===== src/rtl/serial_addsub_pkg.sv =====
// serial_addsub_pkg: shared declarations for the serial adder/subtractor.
// Holds the control state encoding and the a_ns mode constants.
package serial_addsub_pkg;

  typedef enum logic [1:0] {
    IDLE = 2'd0,
    RUN  = 2'd1,
    DONE = 2'd2
  } state_t;

  localparam logic MODE_ADD = 1'b1;
  localparam logic MODE_SUB = 1'b0;

endpackage


===== src/rtl/serial_addsub_fas.sv =====
// fas_bit: one-bit combinational full adder/subtractor cell.
// In subtract mode the B input is inverted; the caller presets the carry
// to 1 so the slice chain forms A + ~B + 1.
module fas_bit
  import serial_addsub_pkg::*;
(
  input  logic a,
  input  logic b,
  input  logic cin,
  input  logic a_ns,
  output logic s,
  output logic cout
);

  logic b_eff;

  assign b_eff = (a_ns == MODE_ADD) ? b : ~b;
  assign s     = a ^ b_eff ^ cin;
  assign cout  = (a & b_eff) | (cin & (a ^ b_eff));

endmodule


===== src/rtl/serial_addsub.sv =====
// serial_addsub: bit-serial (or digit-serial) two's-complement adder/subtractor.
// Operands are captured on the in_valid/in_ready handshake, then processed
// BITS_PER_CYCLE bits per clock, LSB first, with the carry held in a register
// between slices. done pulses for one cycle when result/cout/ovf are valid.
// Optional feature macro: SERIAL_ADDSUB_OVF_EN enables the signed overflow
// flag; without it ovf is tied low and no overflow logic exists.
module serial_addsub
  import serial_addsub_pkg::*;
#(
  parameter int WIDTH          = 8,
  parameter int BITS_PER_CYCLE = 1
) (
  input  logic             clk,
  input  logic             rst_n,
  input  logic             in_valid,
  output logic             in_ready,
  input  logic [WIDTH-1:0] a,
  input  logic [WIDTH-1:0] b,
  input  logic             a_ns,
  output logic [WIDTH-1:0] result,
  output logic             cout,
  output logic             ovf,
  output logic             done,
  output logic             busy
);

  localparam int N     = WIDTH / BITS_PER_CYCLE;
  localparam int CNT_W = (N > 1) ? $clog2(N) : 1;
  localparam logic [CNT_W-1:0] LAST_SLICE = CNT_W'(N - 1);

  // Elaboration-time parameter sanity checks.
  generate
    if (WIDTH < 2) begin : g_bad_width
      $error("serial_addsub: WIDTH must be at least 2");
    end
    if ((WIDTH % BITS_PER_CYCLE) != 0) begin : g_bad_bpc
      $error("serial_addsub: WIDTH must be a multiple of BITS_PER_CYCLE");
    end
  endgenerate

  state_t               state_reg;
  state_t               state_next;
  logic [WIDTH-1:0]     a_reg;
  logic [WIDTH-1:0]     b_reg;
  logic                 mode_reg;
  logic                 carry_reg;
  logic [CNT_W-1:0]     slice_reg;
  logic [WIDTH-1:0]     result_reg;
  logic                 cout_reg;

  logic                      accept;
  logic                      last_slice;
  logic [BITS_PER_CYCLE:0]   chain;
  logic [BITS_PER_CYCLE-1:0] slice_sum;
  logic [WIDTH-1:0]          result_shift;

  assign accept     = in_valid && (state_reg == IDLE);
  assign last_slice = (state_reg == RUN) && (slice_reg == LAST_SLICE);
  assign chain[0]   = carry_reg;

  // Ripple chain across the bits of one slice; the bottom bits of the
  // operand shift registers are always the next unprocessed slice.
  generate
    for (genvar gi = 0; gi < BITS_PER_CYCLE; gi++) begin : g_slice
      fas_bit u_bit (
        .a    (a_reg[gi]),
        .b    (b_reg[gi]),
        .cin  (chain[gi]),
        .a_ns (mode_reg),
        .s    (slice_sum[gi]),
        .cout (chain[gi+1])
      );
    end
  endgenerate

  // Result fills from the top so the first slice ends up at the LSB
  // after N shifts.
  generate
    if (BITS_PER_CYCLE == WIDTH) begin : g_res_full
      assign result_shift = slice_sum;
    end else begin : g_res_shift
      assign result_shift = {slice_sum, result_reg[WIDTH-1:BITS_PER_CYCLE]};
    end
  endgenerate

  // State register.
  always_ff @(posedge clk or negedge rst_n) begin
    if (!rst_n) begin
      state_reg <= IDLE;
    end else begin
      state_reg <= state_next;
    end
  end

  // Next-state logic: IDLE -> RUN on accept, RUN for N slices, one DONE cycle.
  always_comb begin
    state_next = state_reg;
    case (state_reg)
      IDLE:    if (in_valid) state_next = RUN;
      RUN:     if (slice_reg == LAST_SLICE) state_next = DONE;
      DONE:    state_next = IDLE;
      default: state_next = IDLE;
    endcase
  end

  // Datapath: operand capture on accept, then one slice per RUN cycle.
  always_ff @(posedge clk or negedge rst_n) begin
    if (!rst_n) begin
      a_reg      <= '0;
      b_reg      <= '0;
      mode_reg   <= MODE_ADD;
      carry_reg  <= 1'b0;
      slice_reg  <= '0;
      result_reg <= '0;
      cout_reg   <= 1'b0;
    end else if (accept) begin
      a_reg     <= a;
      b_reg     <= b;
      mode_reg  <= a_ns;
      carry_reg <= ~a_ns;
      slice_reg <= '0;
    end else if (state_reg == RUN) begin
      a_reg      <= a_reg >> BITS_PER_CYCLE;
      b_reg      <= b_reg >> BITS_PER_CYCLE;
      carry_reg  <= chain[BITS_PER_CYCLE];
      slice_reg  <= slice_reg + CNT_W'(1);
      result_reg <= result_shift;
      if (last_slice) begin
        cout_reg <= chain[BITS_PER_CYCLE];
      end
    end
  end

`ifdef SERIAL_ADDSUB_OVF_EN
  logic ovf_reg;

  // Signed overflow: carry into the MSB differs from carry out of the MSB.
  always_ff @(posedge clk or negedge rst_n) begin
    if (!rst_n) begin
      ovf_reg <= 1'b0;
    end else if (last_slice) begin
      ovf_reg <= chain[BITS_PER_CYCLE-1] ^ chain[BITS_PER_CYCLE];
    end
  end

  assign ovf = ovf_reg;
`else
  assign ovf = 1'b0;
`endif

  assign in_ready = (state_reg == IDLE);
  assign busy     = (state_reg != IDLE);
  assign done     = (state_reg == DONE);
  assign result   = result_reg;
  assign cout     = cout_reg;

endmodule


===== config.mk =====
export PLATFORM = sky130hd
export DESIGN_NAME = serial_addsub
export DESIGN_NICKNAME = d
export VERILOG_FILES = /design/src/rtl/serial_addsub_pkg.sv /design/src/rtl/serial_addsub_fas.sv /design/src/rtl/serial_addsub.sv
export SDC_FILE = /design/constraint.sdc
export NUM_CORES = 1
export LEC_CHECK = 0
export ABC_AREA = 1
export CORE_MARGIN = 3
export CORE_UTILIZATION = 30
export DETAILED_ROUTE_END_ITERATION = 7
export DONT_BUFFER_PORTS = 1
export PLACE_DENSITY = 0.51
export REMOVE_ABC_BUFFERS = 1
export SLEW_MARGIN = 10
export SYNTH_ARGS = -nofsm -noshare
export SYNTH_HDL_FRONTEND = slang
export SYNTH_SLANG_ARGS = --single-unit

===== constraint.sdc =====
create_clock -name clk -period 2 [get_ports clk]
set_clock_uncertainty 0.15 [all_clocks]
set_input_delay 0.5 -clock clk [delete_from_list [all_inputs] [get_ports clk]]
set_output_delay 0.5 -clock clk [all_outputs]
set_load 0.05 [all_outputs]

## After elaboration in Yosys (flattened, before gate mapping)

Index checks and enable logic that the tools add are counted.

- Bits in registers: 32
- Logic and storage cells: 42
- Input bits: 20
- Output and inout port bits: 13

- Muxes and demuxes: 12
- Reductions and logical operators: 8
- Bitwise operators: 8
- $add $sub $neg: 1
- Eq/ne operators: 5

Operator list:

| operator | count |
|---|---|
| 8-bit 2-to-1 mux | 4 |
| 3-bit 2-to-1 mux | 2 |
| 2-bit 2-to-1 mux | 2 |
| 2-bit != test (second input constant) | 2 |
| 2-bit case mux with 2 select lines | 1 |
| 2-bit AND reduction | 2 |
| 2-bit nonzero test | 2 |
| 3-bit by 1-bit adder with 3-bit output (second input constant) | 1 |
| 3-bit equality test (second input constant) | 1 |
| 1-bit 2-to-1 mux | 3 |
| 1-bit inverter | 3 |
| 3-bit AND reduction | 1 |
| 1-bit AND | 2 |
| 2-bit by 1-bit equality test with 1-bit output (second input constant) | 1 |
| 2-bit equality test (second input constant) | 1 |
| 1-bit logical AND | 2 |
| 2-bit logical NOT | 1 |
| 1-bit bitwise XOR | 2 |
| 1-bit OR | 1 |

## Longest topological paths before layout

- Word-level depth: 7
- Mapped depth: 7
- Gate-level depth less buffers: 7

## Cells and area by module

A second synthesis with hierarchy kept.

- Cell total of the unflattened synthesis: 202
- Area, all modules: 1537.7 um^2

By module, submodules not included:

| module | instances | area each (um^2) | sequential area each (um^2) | cells an instance |
|---|---|---|---|---|
| serial_addsub | 1 | 1483.9 | 802.0 | 192 |
| fas_bit | 1 | 53.8 | 0.0 | 10 |

## Worst setup path before layout

OpenSTA, ideal clock, no wires.

- Kind: register to output
- From: register state_reg[1]
- To: output port done
- Setup slack: 158 ps
- Stages on the path, launching flop included: 3
- Arrival: 1192 ps
- Buffers on the path: 0
- Required time: 1350 ps
- Path through: dfrtp_1 -> inv_1 -> nor2_1

- Word-level cells in the longest chain between the ends: 1

Ends and longest elaborated chain:

| item | RTL line | text |
|---|---|---|
| start: declaration | serial_addsub.sv:41 | `state_t state_reg;` |
| start signal: assignment | serial_addsub.sv:91 | `state_reg <= state_next;` |
| 2-bit equality test | serial_addsub.sv:153 | `assign done = (state_reg == DONE);` |
| end: declaration | serial_addsub.sv:23 | `output logic done,` |

No other way between the ends.

## Final worst setup path

- From: register state_reg[1]
- To: output port busy

- Word-level cells in the longest chain between the ends: 1

Ends and longest elaborated chain:

| item | RTL line | text |
|---|---|---|
| 2-bit nonzero test | serial_addsub.sv:152 | `assign busy = (state_reg != IDLE);` |
| end: declaration | serial_addsub.sv:24 | `output logic busy` |

No other way between the ends.

==> run metrics <==
sequential cell area fraction in the yosys report=a little over half; Area contributors post-synth=dfrtp_1 51%, nand2_1 23%, nand3b_1 5.9%; mux cell area share after synthesis=0%; Finished Cell Area=1710 um^2; Ys Warns=0; power density cells=1720 nW/um^2; Arr. time, crit path=roughly 1200 ps; worst path bufs/invs=1; H-Tree Depth=2; # DRC=0; Max Clock Freq=533 MHz; critical path launch point type=register; Post-Synth Adder-Cell Area=2.94%; Worst Max-Slew Pin Slew=between 500 and 600 ps; Inserted Clock Buffers=5; FF-to-FF Start=mode_reg; clk buf depth=2; WL final=between 3 and 4 mm; register area=~800 um^2; final hold slack=179 ps; worst setup path start=state_reg[1]; Worst Setup End Kind=output port; cell with the most instances after synthesis=nand2_1; Post-synth top cells=95 x nand2_1, 31 x dfrtp_1, 12 x nand3b_1, 11 x inv_1, 10 x o21ai_0; Cell Area, Placed=about 1600 um^2; Post-Synth XOR/XNOR Area=0.571%; largest net degree at the start of global routing=33; fin crit period=approximately 1900 ps; CP Class=reg -> out; max cap viols=0; max layer used=met4; count of final setup violators=0; CTS clk-pin slew, worst paths=roughly 70 ps; Synth Area in Compound Gates=4.40%; TritonCTS clock tree=yes; Slowest cell on crit path=dfrtp_1; GRT Residual Overflow=0; drt wl/cell=roughly 12 um; share of the synthesized area in the top cell type=approximately half; initial antenna violation count=0; clk sinks=32; Post-DP HPWL=around 2.0 mm; Hold Path Class=in -> reg; routability cong.=around 0.68; area leader, netlist=dfrtp_1; routed via count=1133; Post-Synthesis Mean Instance Area=~8.2 um^2; RSZ-0062 raised after global routing=no; unique cell type count in the Yosys netlist=20; Tcrit/Tclk final=a little over nine tenths; crit-path leading delay family=flip-flops; met3 wire length=~160 um; Slew Viols, Final=0; Core Area=approximately 4800 um^2; largest family of logic cells by synthesized area=simple AND/OR/NAND/NOR gates; DR pass1 iterations=4; share of layout cells above drive strength 1=under 10%; clk_lat worst skew=approximately 280 ps; Syn-to-layout area delta=11.6%; crit-path max FO=5; Global Route Usage Sum=between 10% and 20%; number of global-route vias before repair=approximately 1100; Initial Util=roughly a third; setup TNS=0 ps; Met2 Wirelength=between 1 and 1.5 mm; most common flop cell mapped by yosys=dfrtp_1; first-pass GRT wire length=about 5.4 mm; io pins=33; 1st-iter DRT viols=73; CP Cell Sequence=inv_1 > nand2_1; area of the multi-input gates=about 630 um^2; status=completed; Synth Area in Simple Gates=roughly 33%; Post-DRT Antenna Nets=0; Syn Inst Count=approximately 190; Post-Syn Area=~1500 um^2; post_cts resized=0; wl on met1=between 1.5 and 2 mm; DR vias/cell=approximately 4.4; Final #Nets=between 200 and 250; # fillers=~520; Worst Path Required=around 1400 ps; Static Leak=just under 0.9 nW; Synth Register Bits=32; Root Buffer=clkbuf_8; Die H=77.5 um; Die Span X=around 78 um; final hold violations=0; Site Rows=25; ys async rst share=100%; VDD IR max=600 uV; Largest stage delay, worst path=440 ps; number of flops mapped to enable cells by yosys=0; Die ar.=6010 um^2; # diodes=0; Min-Delay Startpoint=b[7]; slew margin rel.=between 60 and 70%; port bufs=0
final timing paths:
kind / endpoint / slack [ps] / cells past startpoint
max in group asynchronous: mode_reg / 950 / 2
hold / removal: b_reg[7] / 180 / 2
hold reg to reg: a_reg[5] / 330 / 2
setup reg to reg: carry_reg / 480 / 7
setup / recovery: busy / 120 / 2
min in group asynchronous: result[3] / 510 / 2
kinds of logic after synthesis:
logic type	count (synthesis)
simple gates	116
flops	32
buf+inv	21
compound gates	13
fa+ha+maj	3
xor+xnor	1
other cells	1
report_power, final:
part / leakage, nW / internal, mW / switching (mW) / total, mW
Clock: 0.0510 / 0.274 / 0.241 / 0.515
Combinational: 0.441 / 0.346 / 0.659 / 1.00
Sequential: 0.400 / 0.945 / 0.474 / 1.42
Total: 0.892 / 1.56 / 1.37 / 2.94
per-layer routing:
| metal | track usage, % | vias to the layer above |
|---|---|---|
| li1 | - | 580 |
| met1 | 14.6 | 515 |
| met2 | 18.8 | 30 |
| met3 | 3.94 | 8 |
| met4 | 4.80 | 0 |
| met5 | 0 | - |
layout make-up:
type	instances	area share [%]
tap	67	4.90
inverter	12	2.63
sequential	32	46.9
clock inverter	2	0.585
multi-input combinational	134	36.7
timing repair buffer	6	3.51
clock buffer	6	4.82
placed cells by master (no fill, tap or decap), types with 4 or more instances in the layout:
master / Yosys / final
nand2_1: 95 / 95
dfrtp_1: 31 / 31
nand3b_1: 12 / 12
inv_1: 11 / 11
o21ai_0: 10 / 10
clkbuf_8: 0 / 6
nand3_1: 4 / 4
buf_4: 3 / 4
timing repair:
action	4_1_cts	5_1_grt
hold endpoints to repair	32	0
hold buffers	2	0
setup endpoints to repair	0	0
buffers inserted	0	0
stage by stage:
step	worst slack, ps	total power [mW]	util, %	cells
after floorplan	158	2.17	-	178
after global placement	421	2.42	33.0	249
after detailed placement	420	2.44	33.0	249
after CTS	100	2.99	35.5	259
after global routing	40.8	3.22	35.5	259
final	122	2.94	35.5	259
No activity file was read; power rests on OpenSTA's default activity.
